## config.mk

```make
export PLATFORM = sky130hd
export DESIGN_NAME = imem_loader
export DESIGN_NICKNAME = d
export VERILOG_FILES = /design/src/rtl/imem_loader_pkg.sv /design/src/rtl/imem_loader.sv
export SDC_FILE = /design/constraint.sdc
export NUM_CORES = 1
export LEC_CHECK = 0
export ABC_AREA = 1
export ABC_CLOCK_PERIOD_IN_PS = 3900
export CAP_MARGIN = 20
export CORE_UTILIZATION = 32
export DETAILED_ROUTE_END_ITERATION = 10
export PLACE_DENSITY = 0.56
export RECOVER_POWER = 100
export SKIP_LAST_GASP = 1
export SLEW_MARGIN = 20
export SYNTH_ARGS = -nofsm -noshare
export SYNTH_HDL_FRONTEND = slang
export SYNTH_SLANG_ARGS = --single-unit
```

## constraint.sdc

```tcl
create_clock -name clk -period 3.9 [get_ports clk]
set_input_delay 0.78 -clock clk [delete_from_list [all_inputs] [get_ports clk]]
set_output_delay 0.78 -clock clk [all_outputs]
set_load 0.05 [all_outputs]
```

## src/rtl/imem_loader_pkg.sv

```systemverilog
// Shared types and widths for the boot-time instruction memory loader.
package imem_loader_pkg;

    localparam int IMEM_ADDR_W      = 16;
    localparam int IMEM_WORD_W      = 16;
    localparam int DEFAULT_MEM_SIZE = 1024;

    typedef enum logic [3:0] {
        S_IDLE,
        S_LEN_HI,
        S_LEN_LO,
        S_DATA_HI,
        S_DATA_LO,
        S_WRITE,
        S_CHK,
        S_DONE,
        S_ERROR
    } loader_state_t;

endpackage

```

## src/rtl/imem_loader.sv

```systemverilog
// Receives a length-prefixed byte frame, packs 16-bit words into the instruction
// RAM and releases the CPU only after the XOR checksum matches.
module imem_loader
    import imem_loader_pkg::*;
#(
    parameter int MEM_SIZE = DEFAULT_MEM_SIZE
) (
    input  logic                   clk,
    input  logic                   rst,
    input  logic                   start,
    input  logic [7:0]             rx_data,
    input  logic                   rx_valid,
    output logic                   rx_ready,
    output logic                   wr_en,
    output logic [IMEM_ADDR_W-1:0] wr_address,
    output logic [IMEM_WORD_W-1:0] wr_data,
    output logic                   cpu_hold,
    output logic                   done,
    output logic                   error
);

    localparam int          IDX_W     = $clog2(MEM_SIZE / 4) + 1;
    localparam logic [16:0] MAX_WORDS = 17'(MEM_SIZE / 4);

    loader_state_t    state, state_n;
    logic [7:0]       len_hi;
    logic [15:0]      len;
    logic [15:0]      len_full;
    logic [7:0]       hi_byte;
    logic [7:0]       chk;
    logic [IDX_W-1:0] index;
    logic [IDX_W-1:0] idx_inc;
    logic             hs;

    assign hs       = rx_valid && rx_ready;
    assign len_full = {len_hi, rx_data};
    assign idx_inc  = index + 1'b1;

    always_ff @(posedge clk or posedge rst) begin
        if (rst) state <= S_IDLE;
        else     state <= state_n;
    end

    always_comb begin
        state_n  = state;
        rx_ready = 1'b0;
        cpu_hold = 1'b1;
        done     = 1'b0;
        error    = 1'b0;
        case (state)
            S_IDLE: begin
                cpu_hold = 1'b0;
                if (start) state_n = S_LEN_HI;
            end
            S_LEN_HI: begin
                rx_ready = 1'b1;
                if (rx_valid) state_n = S_LEN_LO;
            end
            S_LEN_LO: begin
                rx_ready = 1'b1;
                if (rx_valid)
                    state_n = (len_full == 16'd0 || {1'b0, len_full} > MAX_WORDS) ? S_ERROR : S_DATA_HI;
            end
            S_DATA_HI: begin
                rx_ready = 1'b1;
                if (rx_valid) state_n = S_DATA_LO;
            end
            S_DATA_LO: begin
                rx_ready = 1'b1;
                if (rx_valid) state_n = S_WRITE;
            end
            S_WRITE: state_n = (16'(idx_inc) == len) ? S_CHK : S_DATA_HI;
            S_CHK: begin
                rx_ready = 1'b1;
                if (rx_valid) state_n = (rx_data == chk) ? S_DONE : S_ERROR;
            end
            S_DONE: begin
                cpu_hold = 1'b0;
                done     = 1'b1;
                if (start) state_n = S_LEN_HI;
            end
            S_ERROR: begin
                error = 1'b1;
                if (start) state_n = S_LEN_HI;
            end
            default: state_n = S_IDLE;
        endcase
    end

    // Write port is registered on the DATA_LO handshake so it is valid exactly in WRITE.
    always_ff @(posedge clk or posedge rst) begin
        if (rst) begin
            len_hi     <= '0;
            len        <= '0;
            hi_byte    <= '0;
            chk        <= '0;
            index      <= '0;
            wr_en      <= 1'b0;
            wr_address <= '0;
            wr_data    <= '0;
        end else begin
            wr_en <= 1'b0;
            case (state)
                S_IDLE, S_DONE, S_ERROR: begin
                    if (start) begin
                        chk        <= '0;
                        index      <= '0;
                        wr_address <= '0;
                    end
                end
                S_LEN_HI: if (hs) len_hi <= rx_data;
                S_LEN_LO: if (hs) len <= len_full;
                S_DATA_HI: begin
                    if (hs) begin
                        hi_byte <= rx_data;
                        chk     <= chk ^ rx_data;
                    end
                end
                S_DATA_LO: begin
                    if (hs) begin
                        chk        <= chk ^ rx_data;
                        wr_en      <= 1'b1;
                        wr_address <= IMEM_ADDR_W'({index, 2'b00});
                        wr_data    <= {hi_byte, rx_data};
                    end
                end
                S_WRITE: index <= idx_inc;
                default: ;
            endcase
        end
    end

endmodule

```

## Yosys cells after proc, flatten, opt, wreduce, memory -nomap -nowiden

Index checks and enable logic that the tools add are counted.
W data, S select, Z words.

| word-level totals | value |
|---|---|
| input port bits | 12 |
| ROM bits | 0 |
| flip-flop bits (word level) | 86 |
| memories kept | 0 |
| bits in writable memories | 0 |
| output and inout bits | 37 |
| logic and storage cells | 73 |
| bits in latches | 0 |

| operators by class | value |
|---|---|
| mux-type cells | 24 |
| $add $sub $neg | 1 |
| $lt $le $gt $ge | 1 |
| shifts and indexed selects | 0 |
| equality and inequality tests | 18 |
| multiply operators | 0 |
| reductions and logical operators | 19 |
| bitwise logic cells | 1 |
| divide/modulo/power cells | 0 |

Operators with widths:

| cell | count |
|---|---|
| $mux W16 | 2 |
| $mux W4 | 8 |
| $pmux W16 S2 | 1 |
| $pmux W4 S7 | 1 |
| $pmux W9 S2 | 1 |
| $eq A4 B3 Y1 const B | 4 |
| $eq A9 B16 Y1 | 1 |
| $gt A16 B9 Y1 const B | 1 |
| $logic_not A16 Y1 | 1 |
| $mux W8 | 2 |
| $pmux W8 S2 | 1 |
| $ne A2 B2 Y1 const B | 6 |
| $reduce_and A2 Y1 | 5 |
| $add A9 B1 Y9 const B | 1 |
| $mux W9 | 1 |
| $eq A4 B2 Y1 const B | 2 |
| $eq A8 B8 Y1 | 1 |
| $xor A8 B8 Y8 | 1 |
| $mux W1 | 6 |
| $reduce_and A3 Y1 | 2 |
| $reduce_and A6 Y1 | 1 |
| $reduce_bool A2 Y1 | 3 |
| $reduce_or A5 Y1 | 1 |
| $eq A4 B1 Y1 const B | 1 |
| 8 further kinds | 10 |

## Logic depth before layout (Yosys ltp)

Gate-level depths: netlist of the first run.

| logic depth | value |
|---|---|
| word-level depth | 6 |
| depth in mapped cells | 14 |
| gate-level depth less buffers | 14 |

## Least setup slack after synthesis of the first run

No wires, ideal clock.

| timing | value |
|---|---|
| kind | reg-to-output |
| from | register state[0] |
| to | output error |
| required time | 3120 ps |
| slack | 1156 ps |
| arrival time | 1964 ps |
| cell stages (with the launch flop) | 2 |
| cell sequence | dfrtp_1 nor4_1 |

| between the ends | value |
|---|---|
| longest elaborated chain between the ends | 2 |

RTL lines:

| element | line | RTL |
|---|---|---|
| from (decl) | imem_loader.sv:25 | `loader_state_t state, state_n;` |
| from (signal assigned) | imem_loader.sv:41 | `else state <= state_n;` |
| $eq A4 B4 Y1 | imem_loader.sv:50 | `case (state)` |
| $mux W1 | imem_loader.sv:50 |  |
| to (decl) | imem_loader.sv:19 | `output logic error` |

No other way between the ends.

## Worst setup path in the final report of the first run

| timing | value |
|---|---|
| from | register state[1] |
| to | output rx_ready |

| between the ends | value |
|---|---|
| longest elaborated chain between the ends | 3 |
| elaborated cells on any way between the ends | 7 |
| classes of those cells | eq/ne: 5; mux: 1; reduce/logical: 1 |

RTL lines:

| element | line | RTL |
|---|---|---|
| $eq A4 B3 Y1 (tied with other cells) | imem_loader.sv:50 |  |
| $reduce_or A5 Y1 (no line) (*) | - |  |
| $mux W1 (*) | imem_loader.sv:50 |  |
| to (decl) | imem_loader.sv:13 | `output logic rx_ready,` |

Every way passes the cells marked *; elsewhere a longest branch is shown, timed or not.

==> impl_metrics.py, run 1 <==
metrics = {
    "global_routing": {
        "grt_max_degree": 80,
        "use_met2_pct": 25.0,
        "antenna_found_initial": 0,
        "grt_pass1_wl_um": 14000,
        "grt_overflow": 0,
        "met1_usage_pct": 20.4,
        "grt_usage_pct": 15.6,
        "grt_pass1_vias": 2830,
        "grt_most_used_layer": "met2",
        "grtUsageMet3_pct": 3.29,
    },
    "die": {
        "io_pins": 49,
        "placeableCoreArea_mm2": 0.0114,
        "start_util_pct": 32.8,
        "rows": 39,
        "die_w_um": 110,
        "design.die.area_mm2": 0.0121,
        "die_y_um": 110,
    },
    "drt": {
        "wl_per_cell_um": 13.1,
        "post-route-drc-count": 0,
        "drt-total-wl_um": 8520,
        "dr_total_vias": 2994,
        "ant_nets": 0,
        "vias_per_cell": 4.62,
        "drtIter0Drc": 163,
        "drt_pass1_iterations": 5,
    },
    "timing": {
        "skew_ns": 0.00362,
        "setup-violations-final": 0,
        "period_needed_ns": 3.33,
        "setup_ws_ns": 0.566,
        "finalHoldViolCount": 0,
        "timing.final.crit_share_pct": 85.5,
        "rsz0062_at_grt": "no",
        "fmax_mhz": 300,
        "worst_pin_slew_ns": 1.92,
        "finalMaxSlewViolations": 99,
        "setup_tns_ns": 0,
        "relSlewSlack_pct": -27.9,
    },
    "placement": {
        "portBuffers": 41,
        "place_inst": 632,
        "place.gp.congestion": 0.764,
        "dp_hpwl_um": 5950,
        "dp_slack_ns": 0.850,
    },
    "synthesis": {
        "netlist_top_cells_area": "dfrtp_1 (53%), nand2_1 (16%), o21ai_0 (4.1%)",
        "synth_edf_count": 0,
        "ys_async_sr_fraction_pct": 100,
        "ys_ff_latch": 79,
        "synthTopCellsByCount": "nand2_1 (162), dfrtp_1 (79), nor2_1 (39)",
        "ys_types": 35,
        "ys_seq_area_share_pct": 52.8,
        "synth_flop_cell": "dfrtp_1",
        "synth_most_common_cell": "nand2_1",
        "yosysWarnings": 0,
        "yosys.area.top_type_share_pct": 52.8,
        "syn-instance-count": 460,
        "synthesis.area_mm2": 0.00375,
        "synth_top_cell_by_area": "dfrtp_1",
        "syn_area_per_cell_um2": 8.14,
    },
    "clock_tree": {
        "clk_pin_slew_worst_paths_ns": 0.06,
        "cts_buffers": 9,
        "clock_latency_ns": 0.34,
        "cts_root_buf": "clkbuf_16",
        "cts_tree": "yes",
        "post-cts-setup-buffers": 0,
        "cts_buffer_depth": 2,
        "cts_hold_buf": 0,
        "ctsResizeCount": 0,
        "clock_sinks": 79,
        "cts.htree.levels": 3,
    },
    "critical_path": {
        "start_kind": "register",
        "cp-end-kind": "output port",
        "worstPathArrival_ns": 2.55,
        "critical_path_class": "register to output port",
        "crit_fanout": 11,
        "cp.required_ns": 3.12,
    },
    "cells_and_area": {
        "final_cells": 648,
        "nNetsFinal": 513,
        "syn2layout_area_growth_pct": 20.7,
        "antenna_cells": 0,
        "layout-drive-gt1-share_pct": 4.16,
    },
    "power_and_ir_drop": {
        "ir_worst_vdd_mv": 0.412,
        "p_per_area_mw_per_mm2": 815,
        "power.leakage_nw": 2.22,
    },
    "run": {
        "max_cap_violations": 2,
    },
    "run_status": {
        "violations": "capacitance limit, slew limit",
        "status": "finished with violations",
    },
    "min_path": {
        "hp-class": "register to register",
    },
}
==> per-stage QoR <==
stage	cell area, um2	power, mW	hold WS [ns]	util [%]
2_1_floorplan	3770	2.49	0.443	-
3_3_place_gp	4250	2.87	0.459	37.2
3_5_place_dp	4250	2.90	0.460	37.2
4_1_cts	4570	3.83	0.475	40.1
5_1_grt	4520	3.94	0.498	39.6
6_report	4520	3.68	0.466	39.6
==> final cells by class <==
class	instances	area, um2
Fill cell	1205	6900
Sequential cell	79	1980
Multi-Input combinational cell	326	1470
Timing Repair Buffer	42	415
Clock buffer	13	260
Tap cell	143	179
Inverter	42	158
Clock inverter	3	65.1
==> worst paths after layout <==
path | startpoint | end | slack (ns) | cells after the start
max | state[1] | rx_ready | 0.57 | 5
min | wr_data[15] | wr_data[15] | 0.47 | 2
max reg2reg | state[2] | chk[6] | 0.98 | 8
min reg2reg | wr_data[15] | wr_data[15] | 0.47 | 2
max in group asynchronous | rst | state[3] | 1.20 | 3
min in group asynchronous | rst | wr_address[2] | 1.57 | 3
==> power breakdown <==
part / leakage [nW] / switching [mW] / internal (mW) / total [mW]
sequential: 1.04 / 0.177 / 1.11 / 1.28
combinational: 1.02 / 1.05 / 0.438 / 1.48
clock: 0.160 / 0.320 / 0.595 / 0.915
==> flip-flops by register name (all words and copies together), names as in the netlist <==
register and count:
chk 8, hi_byte 8, index 9, len 16
len_hi 8, state 4, wr_address 9, wr_data 16
wr_en 1
==> critical path, cell delays in order (launching register included) <==
cell and delay, ns:
dfrtp_1 0.43, inv_1 0.17, nor3_1 0.10, nor2_1 0.56
nand2_1 0.16, dlygate4sd3_1 0.80
==> cells in the final DEF (no fill, tap or decap), types with 4 or more instances in the layout <==
cell type | netlist | routed
nand2_1 | 162 | 163
dlygate4sd3_1 | 0 | 32
nand4_1 | 4 | 4
xnor2_1 | 8 | 8
o21ai_0 | 31 | 53
nor2_1 | 39 | 41
dfrtp_1 | 79 | 79
nand3_1 | 19 | 19
conb_1 | 1 | 7
nand3b_1 | 6 | 6
inv_1 | 36 | 38
clkbuf_16 | 0 | 9
o22ai_1 | 8 | 8
clkdlybuf4s50_1 | 0 | 9
==> routing by layer <==
layer,vias to the layer above,wire [um],part of all wire [%]
li1,1526,-,-
met1,1392,4010,47
met2,66,4060,48
met3,10,312,3.7
met4,0,127,1.5
met5,-,0,0
==> kinds of logic after synthesis <==
family | Yosys count | synth area share (%)
simple gates | 241 | 27.0
flops | 79 | 52.8
compound gates | 69 | 10.3
buf+inv | 61 | 7.65
xor+xnor | 8 | 1.87
fa+ha+maj | 1 | 0.334
other cells | 1 | 0.100
No activity file was read; power rests on OpenSTA's default activity.
==> run 2: changes to the inputs <==
--- a/config.mk
+++ b/config.mk
@@ -9,6 +9,7 @@
 export ABC_CLOCK_PERIOD_IN_PS = 3900
 export CAP_MARGIN = 20
 export CORE_UTILIZATION = 32
+export CTS_BUF_LIST = sky130_fd_sc_hd__clkbuf_16
 export DETAILED_ROUTE_END_ITERATION = 10
 export PLACE_DENSITY = 0.56
 export RECOVER_POWER = 100
==> run 2 against run 1 <==
Effect of this change: combinational power hardly changed; the flow still finishes with violations (capacitance limit, slew limit); routed wire length is 0.27% higher; non-clock buffer count unchanged; maximum frequency fell by 0.17%; cell count is the same; clock skew rose by 0.00060 ns; clock-buffer cell count decreased by 4; first-iteration DRC count shrank 7.4%.
==> impl_metrics.py, run 2 (synthesis gave the netlist of run 1 again) <==
metrics = {
    "power_and_ir_drop": {
        "power.leakage_nw": 2.22,
        "switchingPower_mw": 1.55,
        "ir_worst_vdd_mv": 0.415,
        "pwr-share-comb_pct": 41.0,
        "p_clk_share_pct": 23.8,
        "finalPower_mw": 3.64,
        "netSwitchingFraction_pct": 42.5,
        "seq_power_share_pct": 35.3,
        "p_per_area_mw_per_mm2": 809,
        "p_int_mw": 2.09,
    },
    "clock_tree": {
        "post-cts-setup-buffers": 0,
        "ctsResizeCount": 0,
        "clock_sinks": 79,
        "cts_tree": "yes",
        "cts_buffer_depth": 2,
        "cts_hold_buf": 0,
        "cts_root_buf": "clkbuf_16",
        "cts.htree.levels": 3,
        "clk_pin_slew_worst_paths_ns": 0.06,
        "cts_buffers": 9,
        "clock_latency_ns": 0.34,
    },
    "timing": {
        "setup_tns_ns": 0,
        "skew_ns": 0.00422,
        "setup_ws_ns": 0.560,
        "timing.final.crit_share_pct": 85.6,
        "setup-violations-final": 0,
        "worst_pin_slew_ns": 1.90,
        "fmax_mhz": 299,
        "finalMaxSlewViolations": 99,
        "relSlewSlack_pct": -26.7,
        "rsz0062_at_grt": "no",
        "period_needed_ns": 3.34,
        "finalHoldViolCount": 0,
    },
    "drt": {
        "dr_total_vias": 2981,
        "ant_nets": 0,
        "post-route-drc-count": 0,
        "wl_per_cell_um": 13.2,
        "drt_pass1_iterations": 5,
        "drt-total-wl_um": 8540,
        "drtIter0Drc": 151,
        "vias_per_cell": 4.60,
    },
    "run": {
        "max_cap_violations": 2,
    },
    "critical_path": {
        "max_stage_delay_ns": 0.80,
        "crit_slowest_cell": "dlygate4sd3_1",
        "start_kind": "register",
        "critical_path.cell_chain": "inv_1 -> nor3_1 -> nor2_1 -> nand2_1 -> dlygate4sd3_1",
        "worstPathArrival_ns": 2.56,
        "cp.required_ns": 3.12,
        "cp-end-kind": "output port",
        "crit_fanout": 11,
        "critical_path_class": "register to output port",
    },
    "placement": {
        "dp_slack_ns": 0.850,
        "dp_hpwl_um": 5950,
        "place.gp.congestion": 0.764,
        "place_inst": 632,
        "portBuffers": 41,
    },
    "cells_and_area": {
        "final_cells": 648,
        "fillers": 1209,
        "nNetsFinal": 513,
        "layout-drive-gt1-share_pct": 3.76,
        "syn2layout_area_growth_pct": 20.1,
        "seqCellArea_mm2": 0.00198,
        "multiInputGateArea_mm2": 0.00147,
        "antenna_cells": 0,
        "layout_commonest_cell": "nand2_1",
        "reg.largest.list": "len (16), wr_data (16)",
        "layout_common_cells": "nand2_1 (163), dfrtp_1 (79), o21ai_0 (53), nor2_1 (41), inv_1 (40)",
    },
    "die": {
        "io_pins": 49,
        "start_util_pct": 32.8,
        "die_y_um": 110,
        "placeableCoreArea_mm2": 0.0114,
        "rows": 39,
        "die_w_um": 110,
        "design.die.area_mm2": 0.0121,
    },
    "global_routing": {
        "grt_pass1_vias": 2837,
        "grt_max_degree": 80,
        "antenna_found_initial": 0,
        "grt_pass1_wl_um": 14100,
        "grt_usage_pct": 15.7,
        "grt_overflow": 0,
    },
    "run_status": {
        "status": "finished with violations",
        "violations": "capacitance limit, slew limit",
    },
    "min_path": {
        "hp-class": "register to register",
    },
}
run 2: cell types whose count changed in the layout (fill, tap and decap cells not counted):
| cell | before | now |
|---|---|---|
| clkinv_1 | 2 | 4 |
| inv_1 | 38 | 40 |
| clkbuf_8 | 2 | 0 |
| clkbuf_1 | 2 | 0 |
run 2: final cells by class:
class | instances | area share, %
flip-flops and latches | 79 | 43.9
multi-input cells | 326 | 32.6
repair buffers | 42 | 9.23
clock buffers | 9 | 5.00
well taps | 143 | 3.98
inverters | 42 | 3.50
clock inverters | 7 | 1.78
run 2: worst paths after layout:
check | startpoint | end | slack [ns] | cells past startpoint
worst min register to register | wr_data[15] | wr_data[15] | 0.47 | 2
worst max register to register | state[2] | chk[6] | 0.89 | 8
min in group asynchronous | rst | wr_address[2] | 1.57 | 3
max in group asynchronous | rst | state[3] | 1.22 | 3
worst min-delay path | wr_data[15] | wr_data[15] | 0.47 | 2
worst max-delay path | state[1] | rx_ready | 0.56 | 5
run 2: critical path: cells and delay by family, from the launching register on:
kind | cells | cell delay (ns)
buf+inv | 2 | 0.97
simple gates | 3 | 0.84
flops | 1 | 0.43
run 2: routing by layer:
metal  global-route usage [%]  share of wire (%)  vias to the layer above
met2                     25.2                 47                       53
met1                     20.5                 48                     1385
met4                     6.48                2.0                        0
li1                         -                  -                     1531
met3                     3.17                3.2                       12
met5                        0                  0                        -
run 2: power by group through the flow:
stage                     clock network [mW]  logic (mW)  registers [mW]
final                                  0.865        1.49            1.28
after global routing                   0.921        1.65            1.32
after CTS                              0.885        1.61            1.29
after detailed placement                   0        1.60            1.30
after global placement                     0        1.59            1.29
after floorplan                            0       0.928            1.56
run 2: through the flow:
step                hold slack (ns)  cell area (um2)  utilization, %
floorplan                     0.443             3770               -
global placement              0.459             4250            37.2
detailed placement            0.460             4250            37.2
CTS                           0.475             4550            39.9
global route                  0.498             4500            39.4
finish                        0.466             4500            39.4
